**config.mk**
```make
export PLATFORM = sky130hd
export DESIGN_NAME = robertson_mult_seq_flat
export DESIGN_NICKNAME = d
export VERILOG_FILES = /design/src/rtl/robertson_mult_seq_if.sv /design/src/rtl/robertson_mult_seq.sv /design/src/flat_wrapper.sv
export SDC_FILE = /design/constraint.sdc
export NUM_CORES = 1
export LEC_CHECK = 0
export CORE_ASPECT_RATIO = 1.5
export CORE_MARGIN = 2
export CORE_UTILIZATION = 45
export DETAILED_ROUTE_END_ITERATION = 10
export PLACE_DENSITY_LB_ADDON = 0.05
export SLEW_MARGIN = 20
export SYNTH_ARGS = -nofsm -noshare
export SYNTH_HDL_FRONTEND = slang
export SYNTH_SLANG_ARGS = --single-unit
export TNS_END_PERCENT = 10
```
**constraint.sdc**
```tcl
create_clock -name clk -period 3.2 [get_ports clk]
set_input_delay 0.64 -clock clk [delete_from_list [all_inputs] [get_ports clk]]
set_output_delay 0.64 -clock clk [all_outputs]
set_load 0.03 [all_outputs]
```
**src/rtl/robertson_mult_seq_if.sv**
```systemverilog
// Handshake/operand bundle for the Robertson sequential multiplier.
// The master issues start with operands; the slave returns busy/done and a held product.
interface robertson_mult_seq_if #(
  parameter int WIDTH = 8
);
  logic                   start;
  logic [WIDTH-1:0]       multiplicand;
  logic [WIDTH-1:0]       multiplier;
  logic [2*WIDTH-1:0]     product;
  logic                   busy;
  logic                   done;

  modport master (
    output start, multiplicand, multiplier,
    input  product, busy, done
  );

  modport slave (
    input  start, multiplicand, multiplier,
    output product, busy, done
  );
endinterface

```
**src/rtl/robertson_mult_seq.sv**
```systemverilog
// Sequential two's-complement multiplier (Robertson): one multiplier bit per clock.
// Handshake: start is accepted only in IDLE or DONE; busy spans the WIDTH step cycles; done pulses once.
module robertson_mult_seq #(
  parameter int WIDTH = 8,
  parameter int CNTW  = $clog2(WIDTH)
) (
  input  logic                  clk,
  input  logic                  reset,
  robertson_mult_seq_if.slave   bus,
  output logic [1:0]            dbg_state
);

  typedef enum logic [1:0] {
    IDLE = 2'd0,
    RUN  = 2'd1,
    DONE = 2'd2
  } state_t;

  state_t             state;
  logic [WIDTH:0]     a;
  logic [WIDTH-1:0]   q;
  logic [WIDTH-1:0]   m;
  logic [CNTW-1:0]    count;
  logic [2*WIDTH-1:0] product;
  logic               busy;
  logic               done;

  logic               last;
  logic [WIDTH:0]     m_ext;
  logic [WIDTH:0]     operand;
  logic [WIDTH:0]     sum;
  logic [WIDTH:0]     s;
  logic [WIDTH:0]     a_next;
  logic [WIDTH-1:0]   q_next;

  // The final step weighs the multiplier sign bit negatively, so it subtracts M
  // (implemented as add of ~M with carry-in).
  always_comb begin
    last    = (count == CNTW'(WIDTH - 1));
    m_ext   = {m[WIDTH-1], m};
    operand = last ? ~m_ext : m_ext;
    sum     = a + operand + {{WIDTH{1'b0}}, last};
    s       = q[0] ? sum : a;
    a_next  = {s[WIDTH], s[WIDTH:1]};
    q_next  = {s[0], q[WIDTH-1:1]};
  end

  always_ff @(posedge clk) begin
    if (reset) begin
      state   <= IDLE;
      a       <= '0;
      q       <= '0;
      m       <= '0;
      count   <= '0;
      product <= '0;
      busy    <= 1'b0;
      done    <= 1'b0;
    end else begin
      done <= 1'b0;
      case (state)
        IDLE, DONE: begin
          if (bus.start) begin
            m     <= bus.multiplicand;
            q     <= bus.multiplier;
            a     <= '0;
            count <= '0;
            busy  <= 1'b1;
            state <= RUN;
          end else begin
            busy  <= 1'b0;
            state <= IDLE;
          end
        end
        RUN: begin
          a <= a_next;
          q <= q_next;
          if (last) begin
            product <= {a_next[WIDTH-1:0], q_next};
            done    <= 1'b1;
            busy    <= 1'b0;
            state   <= DONE;
          end else begin
            count <= count + CNTW'(1);
          end
        end
        default: begin
          busy  <= 1'b0;
          state <= IDLE;
        end
      endcase
    end
  end

  assign bus.product = product;
  assign bus.busy    = busy;
  assign bus.done    = done;
  assign dbg_state   = state;

endmodule
```
**src/flat_wrapper.sv**
```systemverilog
// flat-port wrapper written by rule: the top's interface ports become plain ports
module robertson_mult_seq_flat 
#(
  parameter int WIDTH = 8,
  parameter int CNTW  = $clog2(WIDTH)
)
  (clk, reset, dbg_state, bus_start, bus_multiplicand, bus_multiplier, bus_product, bus_busy, bus_done);
  robertson_mult_seq_if #(.WIDTH(WIDTH)) bus_i ();
  input  logic clk;
  input  logic reset;
  output logic [1:0] dbg_state;
  input wire logic [$bits(bus_i.start)-1:0] bus_start;
  input wire logic [$bits(bus_i.multiplicand)-1:0] bus_multiplicand;
  input wire logic [$bits(bus_i.multiplier)-1:0] bus_multiplier;
  output wire logic [$bits(bus_i.product)-1:0] bus_product;
  output wire logic [$bits(bus_i.busy)-1:0] bus_busy;
  output wire logic [$bits(bus_i.done)-1:0] bus_done;
  assign bus_i.start = bus_start;
  assign bus_i.multiplicand = bus_multiplicand;
  assign bus_i.multiplier = bus_multiplier;
  assign bus_product = bus_i.product;
  assign bus_busy = bus_i.busy;
  assign bus_done = bus_i.done;
  robertson_mult_seq #(.WIDTH(WIDTH), .CNTW(CNTW)) u_core (.clk(clk), .reset(reset), .bus(bus_i), .dbg_state(dbg_state));
endmodule
```
# == After elaboration in Yosys (flattened, before gate mapping) ==
# Cells that the tools add are included.
# totals
input_bits,19
out_inout_bits,20
ff_bits,48
elab_cells,43
# classes
n_mux,16
n_addsub,3
n_reduce_logical,8
bitwise_logic,2
n_eq_ne,6
# ops
op,count
9-bit 2-to-1 mux,3
9-bit one-hot mux with 2 select lines,1
8-bit one-hot mux with 2 select lines,1
9-bit by 1-bit adder with 9-bit output,1
9-bit adder,1
9-bit NOT,1
8-bit 2-to-1 mux,1
3-bit 2-to-1 mux,2
3-bit one-hot mux with 2 select lines,1
2-bit AND reduction,3
1-bit 2-to-1 mux,4
"2-bit inequality test, second input constant",2
2-bit one-hot mux with 2 select lines,1
2-bit OR reduction,2
"3-bit by 1-bit adder with 3-bit output, second input constant",1
"3-bit == test, second input constant",1
3-bit AND reduction,1
"2-bit by 1-bit == test with 1-bit output, second input constant",1
"2-bit == test, second input constant",1
2-bit logical NOT,1
2-bit 2-to-1 mux,1
"2-bit by 1-bit inequality test with 1-bit output, second input constant",1
1-bit one-hot mux with 2 select lines,1
2-bit nonzero test,1
1-bit NOT,1

# == Depth between registers and ports, before layout ==
# Gate-level depths: netlist of the first run.
# depth
depth_word,6
mapped_depth,11
depth_no_buf,9

# == Least setup slack after synthesis of the first run ==
# OpenSTA, ideal clock, no wires.
# synth_path
kind,reg-to-reg
from,register u_core.count[0]
to,register u_core.a[4]
slack_ps,399
arrival_time_ps,2722
synth_period_minus_slack_ps,2801
path_buffers,1
stages_incl_launch_ff,11
required_time_ps,3121
setup_time_ps,79
path_cell_list,dfxtp_1 > ha_1 > ha_1 > clkbuf_1 > xor2_1 > ha_1 > a21o_1 > a31o_4 > or4_1 > and3_4 > a211oi_2
# synth_via
elab_chain_len,6
# synth_rtl
item,line,text
"start, declared",robertson_mult_seq.sv:23,logic [CNTW-1:0] count;
"start signal, assigned",robertson_mult_seq.sv:83,count <= count + CNTW'(1);
3-bit == test (*),robertson_mult_seq.sv:39,last = (count == CNTW'(WIDTH - 1));
named net u_core.last,robertson_mult_seq.sv:28,logic last;
9-bit 2-to-1 mux,robertson_mult_seq.sv:41,operand = last ? ~m_ext : m_ext;
9-bit adder,robertson_mult_seq.sv:42,"sum = a + operand + {{WIDTH{1'b0}}, last};"
9-bit by 1-bit adder with 9-bit output (*),robertson_mult_seq.sv:42,
9-bit 2-to-1 mux (*),robertson_mult_seq.sv:43,s = q[0] ? sum : a;
9-bit one-hot mux with 2 select lines (*),robertson_mult_seq.sv:60,case (state)
"end signal, assigned",robertson_mult_seq.sv:75,a <= a_next;
"end, declared",robertson_mult_seq.sv:20,logic [WIDTH:0] a;
# Mark *: on every way through the listed nets, which the timed path passes. The rest lies on a longest branch.
# A chain may end at the register's enable or synchronous reset.

# == Worst setup path after layout of the first run ==
# layout_path
from,register u_core.count[0]
to,register u_core.a[3]
# Same word-level chain as after synthesis.

==> impl_metrics.json, run 1 <==
{
  "crit_start": "u_core.count[0]",
  "dp.cells": 365,
  "ir_drop_v": 0.000279,
  "fin_area_mm2": 0.00279,
  "coreArea_mm2": 0.00481,
  "timing.final.ws_setup_ps": 287,
  "drt_iter0_markers": 97,
  "dieHeight_um": 90.0,
  "worst_ep_required_time_ps": 3400,
  "wl_met2_um": 2820,
  "pin_count": 39,
  "track_usage": 0.216,
  "path_max_fanout": 12,
  "layout_common_cells": "nand2_1, dfxtp_1, clkdlybuf4s50_1",
  "clk_latency_ps": 290,
  "start_util": 0.461,
  "cts.path.max_buffers": 2,
  "drv_slew": 0,
  "power.leakage_nw": 1.11,
  "std_cell_rows": 31,
  "hold_class": "register to register",
  "m1WireLength_um": 2460,
  "finish.utilization": 0.579,
  "endpoint_kind": "register",
  "timing.reg2reg.setup_slack_ps": 290,
  "fin_cells": 373,
  "cts_tree": "yes",
  "ys_ff_latch": 46,
  "layout-drive-gt1-share": 0.0749,
  "syn2layout_area_growth_pct": 25.5,
  "yosys.area.top_type": "dfxtp_1",
  "cts_max_level": 2,
  "grt_pass1_wl_um": 9230,
  "r2r_cells": 8,
  "finalWirelength_um": 5550,
  "worst_pin_slew_ps": 721,
  "dieArea_mm2": 0.00552,
  "r2r-end": "u_core.a[3]",
  "placed_area_mm2": 0.00268,
  "grt_pass1_vias": 1908,
  "grt_max_degree": 22,
  "netlist_instances": 271,
  "cts_buffers": 5,
  "whs_ps": 460,
  "antenna_found_initial": 0,
  "firstDrtPassIters": 4,
  "worst_setup_path_start_kind": "register",
  "routed.top_layer": "met4",
  "r2r-start": "u_core.count[0]",
  "post-place-ws_ps": 314,
  "clock-skew-final_ps": 8.65,
  "fp.dieW_um": 61.3,
  "syn_area_mm2": 0.00222,
  "dpl.hpwl_um": 4000,
  "crit_end": "u_core.a[3]",
  "yosys_warnings": 0,
  "fin_tns_setup_ps": 0,
  "cts_setup_buffers": 0,
  "slew_headroom": 0.520,
  "cts_hold_buf": 0,
  "grt-ovfl-total": 0,
  "min_period_over_period": 0.910,
  "worstSetupPathType": "register to register",
  "timing.fmax_mhz": 343,
  "ys_seq_area_frac": 0.415,
  "fin_crit_ps": 2910,
  "rsz0062_at_grt": "false",
  "min_path_cells": 2,
  "cts_resized": 0,
  "ant_nets": 0,
  "arrival_ps": 3120,
  "clkSinkCount": 46,
  "port_buffers": 38,
  "drv_cap": 0,
  "nets": 335,
  "netlist.area_leader.share": 0.415,
  "drc": 0,
  "vias_per_cell": 5.37,
  "antennaDiodeCount": 0,
  "syn_nets": 300,
  "gp_congestion": 0.958,
  "status": "completed",
  "power_per_cell_area_mw_per_mm2": 440,
  "root_buffer": "clkbuf_8",
  "finalSetupViolCount": 0,
  "synth_area_leaders": "dfxtp_1, nand2_1, a21oi_1, nor2_1, ha_1",
  "syn_avg_cell_area_um2": 8.19,
  "ys_types": 40,
  "clk_pin_slew_worst_paths_ps": 90,
  "layout_commonest_cell": "nand2_1",
  "post_drt_wl_per_cell_um": 14.9,
  "dr_total_vias": 2004,
  "dr_wl_met3_um": 182,
  "power.total_mw": 1.22,
  "final-hold-violation-count": 0
}
## layer usage
layer	vias up	global-route usage
met4	0	0.0656
met5	-	0
li1	1012	-
met1	937	0.279
met2	47	0.356
met3	8	0.0374
## state kept, by name (all words and copies together), names as in the netlist
| signal | cells |
|---|---|
| u_core.bus.product | 16 |
| u_core.dbg_state | 2 |
| u_core.count | 3 |
| u_core.q | 8 |
| u_core.m | 8 |
| u_core.bus.done | 1 |
| u_core.a | 8 |
## cells by family (layout without fill, tap and decap cells)
family | count (synthesis) | after routing | synth area share
xor+xnor | 12 | 12 | 0.0474
compound gates | 69 | 69 | 0.206
mux | 4 | 4 | 0.0209
simple gates | 110 | 110 | 0.216
flops | 46 | 46 | 0.415
buf+inv | 20 | 56 | 0.0355
fa+ha+maj | 10 | 10 | 0.0598
## area by class of cell
class,instances,area (µm²)
Clock buffer,6,72.6
Clock inverter,2,37.5
Fill cell,473,2020
Inverter,1,3.75
Multi-Input combinational cell,205,1220
Sequential cell,46,921
Tap cell,66,82.6
Timing Repair Buffer,47,448
## Yosys cell counts
cell type / n
a211o_1: 1
a211oi_1: 7
a211oi_2: 2
a21o_1: 3
a21oi_1: 30
a22oi_1: 2
a311oi_1: 8
a31o_2: 1
a31o_4: 1
a31oi_1: 1
a32oi_1: 1
and2_1: 1
and3_1: 2
and3_4: 1
and3b_1: 1
buf_1: 5
buf_4: 1
clkbuf_1: 13
dfxtp_1: 46
fa_1: 1
ha_1: 9
inv_1: 1
mux2_2: 1
mux2_4: 1
mux2i_1: 2
nand2_1: 50
nand2b_1: 3
nand4b_1: 1
nor2_1: 36
nor2b_1: 4
nor3_1: 5
nor3b_1: 1
nor4_1: 1
o211ai_1: 1
o21ai_0: 5
o21bai_1: 1
o22ai_1: 5
or3_1: 3
or4_1: 1
xor2_1: 12
## where the power goes
| group | switching [mW] | leakage [nW] | total (mW) | internal (mW) |
|---|---|---|---|---|
| logic | 0.0989 | 0.689 | 0.178 | 0.0794 |
| clock network | 0.196 | 0.0514 | 0.429 | 0.233 |
| registers | 0.0217 | 0.375 | 0.617 | 0.595 |
| total | 0.317 | 1.11 | 1.22 | 0.908 |
## critical path, cell delays in order, from the launching register on
cell	delay, ps
dfxtp_1	360
ha_1	160
ha_1	460
xor2_1	210
fa_1	490
a211oi_1	380
nor2_1	120
or3_1	400
a311oi_1	250
## how the worst min path moves through the flow
stage / start / to / slack (ps)
2_1_floorplan: u_core.q[7] / u_core.bus.product[6] / 450
3_3_place_gp: u_core.bus.product[15] / u_core.bus.product[15] / 440
3_5_place_dp: u_core.bus.product[1] / u_core.bus.product[1] / 450
4_1_cts: u_core.bus.product[1] / u_core.bus.product[1] / 460
5_1_grt: u_core.bus.product[1] / u_core.bus.product[1] / 480
6_report: u_core.bus.product[15] / u_core.bus.product[15] / 460
Note: power is estimated with default switching activity, not from simulation.
==> run 2: changes to the inputs <==
--- a/config.mk
+++ b/config.mk
@@ -6,7 +6,7 @@
 export NUM_CORES = 1
 export LEC_CHECK = 0
 export CORE_ASPECT_RATIO = 1.5
-export CORE_MARGIN = 2
+export CORE_MARGIN = 5
 export CORE_UTILIZATION = 45
 export DETAILED_ROUTE_END_ITERATION = 10
 export PLACE_DENSITY_LB_ADDON = 0.05
==> constraint.sdc (replaced) <==
create_clock -name clk -period 2.8 [get_ports clk]
set_input_delay 0.56 -clock clk [delete_from_list [all_inputs] [get_ports clk]]
set_output_delay 0.56 -clock clk [all_outputs]
set_load 0.03 [all_outputs]
==> run 2 against run 1 <==
Compared with the run above:
- design area about the same
- die area increased by 17%
- register-to-register slack got worse by 130 ps
- first-iteration DRC count increased by 22%
- combinational power increased by 15%
- global-route usage decreased by 3.5 points
- worst setup slack got worse by 130 ps
- clock skew increased by 3.7 ps
- fmax increased by 10%
- core utilization about the same
- critical endpoint unchanged
- non-clock buffer count unchanged
- highest routed layer unchanged
- critical path depth unchanged
==> impl_metrics.json, run 2 (same netlist as run 1, synthesis figures left out) <==
{
  "cts_buffers": 5,
  "power.total_mw": 1.34,
  "nFillCells": 478,
  "antennaDiodeCount": 0,
  "dr_total_vias": 2005,
  "start_util": 0.461,
  "drv_cap": 0,
  "syn2layout_area_growth_pct": 25.4,
  "worst_setup_path_start_kind": "register",
  "largest_register_ffs": 16,
  "slew_headroom": 0.560,
  "crit_start": "u_core.count[0]",
  "grt_pass1_wl_um": 9030,
  "ant_nets": 0,
  "clk_latency_ps": 300,
  "nets": 335,
  "endpoint_kind": "register",
  "r2r-end": "u_core.a[3]",
  "crit_family": "adder cells",
  "std_cell_rows": 31,
  "finalSetupViolCount": 0,
  "crit_cells": 8,
  "cp_cell_sequence": "ha_1 -> ha_2 -> mux2_4 -> fa_1 -> a211oi_2 -> nor2_1 -> or3_1 -> a311oi_1",
  "worstSetupPathType": "register to register",
  "regMostFlops": "u_core.bus.product",
  "drv_slew": 0,
  "r2r_cells": 8,
  "antenna_found_initial": 0,
  "arrival_ps": 2860,
  "track_usage": 0.181,
  "dpl.hpwl_um": 3940,
  "crit_end": "u_core.a[3]",
  "fp.dieW_um": 67.3,
  "coreArea_mm2": 0.00481,
  "timing.reg2reg.setup_slack_ps": 160,
  "finalWirelength_um": 5400,
  "worst_pin_slew_ps": 659,
  "power_per_cell_area_mw_per_mm2": 480,
  "status": "completed",
  "worst_ep_required_time_ps": 3020,
  "root_buffer": "clkbuf_8",
  "gp_congestion": 0.978,
  "drt_iter0_markers": 118,
  "min_period_over_period": 0.943,
  "cts_max_level": 2,
  "dieHeight_um": 96.0,
  "hold_class": "register to register",
  "path_max_fanout": 8,
  "port_buffers": 38,
  "post-place-ws_ps": 35.0,
  "power.leakage_nw": 1.10,
  "layout-drive-gt1-share": 0.0912,
  "clk_pin_slew_worst_paths_ps": 100,
  "grt_pass1_vias": 1996,
  "pin_count": 39,
  "critPathMaxStageDelay_ps": 440,
  "clkSinkCount": 46,
  "drc": 0,
  "layout_commonest_cell": "nand2_1",
  "final-hold-violation-count": 0,
  "grt-ovfl-total": 0,
  "fin_tns_setup_ps": 0,
  "fin_crit_ps": 2640,
  "post_drt_wl_per_cell_um": 14.5,
  "cts_tree": "yes",
  "timing.fmax_mhz": 379,
  "vias_per_cell": 5.38,
  "ir_drop_v": 0.000305,
  "cp_num_buf_inv": 0,
  "cts.path.max_buffers": 2,
  "finish.utilization": 0.579,
  "r2r-start": "u_core.count[0]",
  "whs_ps": 460,
  "clock-skew-final_ps": 12.4,
  "grt_max_degree": 21,
  "layout_common_cells": "nand2_1, dfxtp_1, clkdlybuf4s50_1",
  "dieArea_mm2": 0.00647,
  "timing.final.ws_setup_ps": 160,
  "cp_slowest_cell": "fa_1",
  "firstDrtPassIters": 5,
  "rsz0062_at_grt": "false"
}
==> run 2: cell count changes in the layout (fill, tap and decap cells not counted), sizes merged <==
cell	before	now
bufinv	1	0
clkinv	0	1
==> run 2: layer usage <==
| metal | track usage | share of wire | vias up |
|---|---|---|---|
| met5 | 0 | 0 | - |
| met4 | 0.0660 | 0.012 | 0 |
| met3 | 0.0350 | 0.039 | 6 |
| met2 | 0.323 | 0.51 | 49 |
| met1 | 0.211 | 0.44 | 940 |
| li1 | - | - | 1010 |
==> run 2: layout make-up <==
type	instances	area, µm²	share of cell area
inverters	1	3.75	0.00135
well taps	66	82.6	0.0297
clock buffers	6	82.6	0.0297
flip-flops and latches	46	921	0.331
multi-input cells	205	1230	0.443
clock inverters	2	12.5	0.00449
repair buffers	47	448	0.161
==> run 2: where the power goes <==
| part | leakage, nW | internal [mW] | switching, mW |
|---|---|---|---|
| Sequential | 0.375 | 0.680 | 0.0254 |
| Combinational | 0.683 | 0.0903 | 0.113 |
| Clock | 0.0472 | 0.199 | 0.228 |
| Total | 1.10 | 0.969 | 0.366 |
==> run 2: worst min path at each step <==
stage	startpoint	end	slack, ps	cells after the start
after global placement	u_core.bus.product[5]	u_core.bus.product[5]	440	2
final	u_core.bus.product[2]	u_core.bus.product[2]	460	2
after CTS	u_core.bus.product[15]	u_core.bus.product[15]	470	2
after floorplan	u_core.q[7]	u_core.bus.product[6]	450	2
after detailed placement	u_core.bus.product[15]	u_core.bus.product[15]	450	2
after global routing	u_core.bus.product[15]	u_core.bus.product[15]	490	2
==> run 2: per-stage QoR <==
step	instances	cell area (µm²)
6_report	373	2780
3_3_place_gp	365	2680
3_5_place_dp	365	2680
5_1_grt	373	2780
2_1_floorplan	271	2220
4_1_cts	373	2780
==> run 2: what timing repair did <==
action	4_1_cts	5_1_grt
resized for setup	1	4
setup buffers	0	0
setup endpoints to repair	1	8
pin swaps	0	1
hold buffers	0	0
==> run 2: tightest hold or removal path: cells and delay by family, from the launching register on <==
family | cells | cell delay [ps]
flip-flops | 1 | 320
AND/OR/NAND/NOR | 1 | 50
AO/OA/AOI/OAI | 1 | 50
==> run 3: changes to the inputs <==
--- a/config.mk
+++ b/config.mk
@@ -5,7 +5,7 @@
 export SDC_FILE = /design/constraint.sdc
 export NUM_CORES = 1
 export LEC_CHECK = 0
-export CORE_ASPECT_RATIO = 1.5
+export CORE_ASPECT_RATIO = 0.9
 export CORE_MARGIN = 5
 export CORE_UTILIZATION = 45
 export DETAILED_ROUTE_END_ITERATION = 10
==> constraint.sdc (replaced) <==
create_clock -name clk -period 3 [get_ports clk]
set_input_delay 0.6 -clock clk [delete_from_list [all_inputs] [get_ports clk]]
set_output_delay 0.6 -clock clk [all_outputs]
set_load 0.03 [all_outputs]
==> run 3 against run 2 <==
Compared with the run above:
- design area down 0.45%
- combinational power decreased by 11%
- clock skew decreased by 4.3 ps
- sequential power decreased by 6.7%
- global-route usage down 1.9 points
- register-to-register slack gained 40 ps
- worst setup slack better by 42 ps
- count of clock-buffer cells in the layout stayed put
- worst hold slack got worse by 4.3 ps
- flip-flop and latch count did not move
- non-clock buffer count fell by 2
- via count is 3.3% lower
- critical endpoint unchanged
==> impl_metrics.json, run 3 (same netlist as run 1, synthesis figures left out) <==
{
  "grt_pass1_wl_um": 8650,
  "antenna_found_initial": 0,
  "grt_pass1_vias": 1784,
  "track_usage": 0.162,
  "power_per_cell_area_mw_per_mm2": 471,
  "cts.path.max_buffers": 2,
  "nFillCells": 474,
  "root_buffer": "clkbuf_8",
  "largest_register_ffs": 16,
  "register_area_um2": 921,
  "timing.fmax_mhz": 357,
  "ant_nets": 0,
  "dr_total_vias": 1938,
  "start_util": 0.462,
  "dieHeight_um": 76.6,
  "status": "completed",
  "worstSetupPathType": "register to register",
  "layout-drive-gt1-share": 0.0691,
  "fin_crit_ps": 2800,
  "hold_class": "register to register",
  "finalWirelength_um": 5030,
  "power.leakage_nw": 1.11,
  "worst_setup_path_start_kind": "register",
  "finalSetupViolCount": 0,
  "cts_tree": "yes",
  "grt_max_degree": 30,
  "endpoint_kind": "register",
  "drt_iter0_markers": 87,
  "clkSinkCount": 46,
  "dpl.hpwl_um": 3750,
  "layout_commonest_cell": "nand2_1",
  "post_drt_wl_per_cell_um": 13.6,
  "coreArea_mm2": 0.00480,
  "drv_slew": 0,
  "clk_pin_slew_worst_paths_ps": 80,
  "gp_congestion": 0.867,
  "std_cell_rows": 24,
  "grt-ovfl-total": 0,
  "path_max_fanout": 8,
  "worst_pin_slew_ps": 650,
  "nets": 333,
  "fin_tns_setup_ps": 0,
  "cts_buffers": 5,
  "drv_cap": 0,
  "final-hold-violation-count": 0,
  "syn2layout_area_growth_pct": 24.9,
  "min_period_over_period": 0.933,
  "rsz0062_at_grt": "false",
  "multi_input_area_mm2": 0.00122,
  "worst_ep_required_time_ps": 3210,
  "cts_hold_buf": 0,
  "fp.dieW_um": 84.0,
  "layout_common_cells": "nand2_1, dfxtp_1, clkdlybuf4s50_1",
  "antennaDiodeCount": 0,
  "port_buffers": 38,
  "pin_count": 39,
  "clock-skew-final_ps": 8.02,
  "dieArea_mm2": 0.00644,
  "dp.cells": 362,
  "vias_per_cell": 5.25,
  "arrival_ps": 3000,
  "drc": 0,
  "ir_drop_v": 0.000321,
  "cts_max_level": 2,
  "regMostFlops": "u_core.bus.product",
  "fin_cells": 369,
  "clk_latency_ps": 290,
  "slew_headroom": 0.567,
  "firstDrtPassIters": 4
}
[run 3: cell count changes in the layout (fill, tap and decap cells not counted), sizes merged]
cell,change
buf,-2
bufinv,+1
clkinv,-1
clkinvlp,-1
[run 3: what timing repair did]
action,in CTS,in global routing
hold endpoints to repair,0,0
buffers inserted,0,0
gates resized for setup,0,1
endpoints found under the setup margin,0,2
[run 3: final timing paths]
kind,start,to,slack (ps),cells past startpoint
max,u_core.count[0],u_core.a[3],200,8
min,u_core.bus.product[8],u_core.bus.product[8],460,2
max reg2reg,u_core.count[0],u_core.a[3],200,8
min reg2reg,u_core.bus.product[8],u_core.bus.product[8],460,2
[run 3: final cells by class]
class / instances / share of cell area
tap: 65 / 0.0293
inverter: 1 / 0.00135
clock inverter: 1 / 0.0108
multi-input combinational: 205 / 0.440
timing repair buffer: 45 / 0.156
sequential: 46 / 0.332
clock buffer: 6 / 0.0298
[run 3: critical path: stages (launching register included)]
cell and delay (ps):
dfxtp_1 330, ha_1 200, ha_1 280, mux2_4 330, fa_1 420, a211oi_1 410, nor2_1 110, or3_1 380
a311oi_1 240
[run 3: per-stage QoR]
step           instance area (µm²)  total power, mW  worst slack [ps]  utilization  hold WS (ps)
4_1_cts                       2770             1.32               218        0.577           459
3_5_place_dp                  2660            0.856               220        0.553           447
2_1_floorplan                 2220            0.790               199            -           445
6_report                      2770             1.30               201        0.577           455
3_3_place_gp                  2660            0.855               286        0.553           442
5_1_grt                       2770             1.38              19.5        0.577           472
[run 3: where the power goes]
| group | internal [mW] | switching (mW) | leakage, nW |
|---|---|---|---|
| Sequential | 0.635 | 0.0243 | 0.375 |
| Combinational | 0.0817 | 0.100 | 0.678 |
| Clock | 0.267 | 0.196 | 0.0573 |
| Total | 0.983 | 0.321 | 1.11 |
[run 3: per-layer routing]
metal  part of all wire  routed length, µm  track usage  vias to the layer above
met1               0.51               2560        0.225                      878
met2               0.43               2170        0.252                       42
met3              0.049                248       0.0432                        7
li1                   -                  -            -                     1011
met4             0.0087                 44       0.0338                        0
met5                  0                  0            0                        -
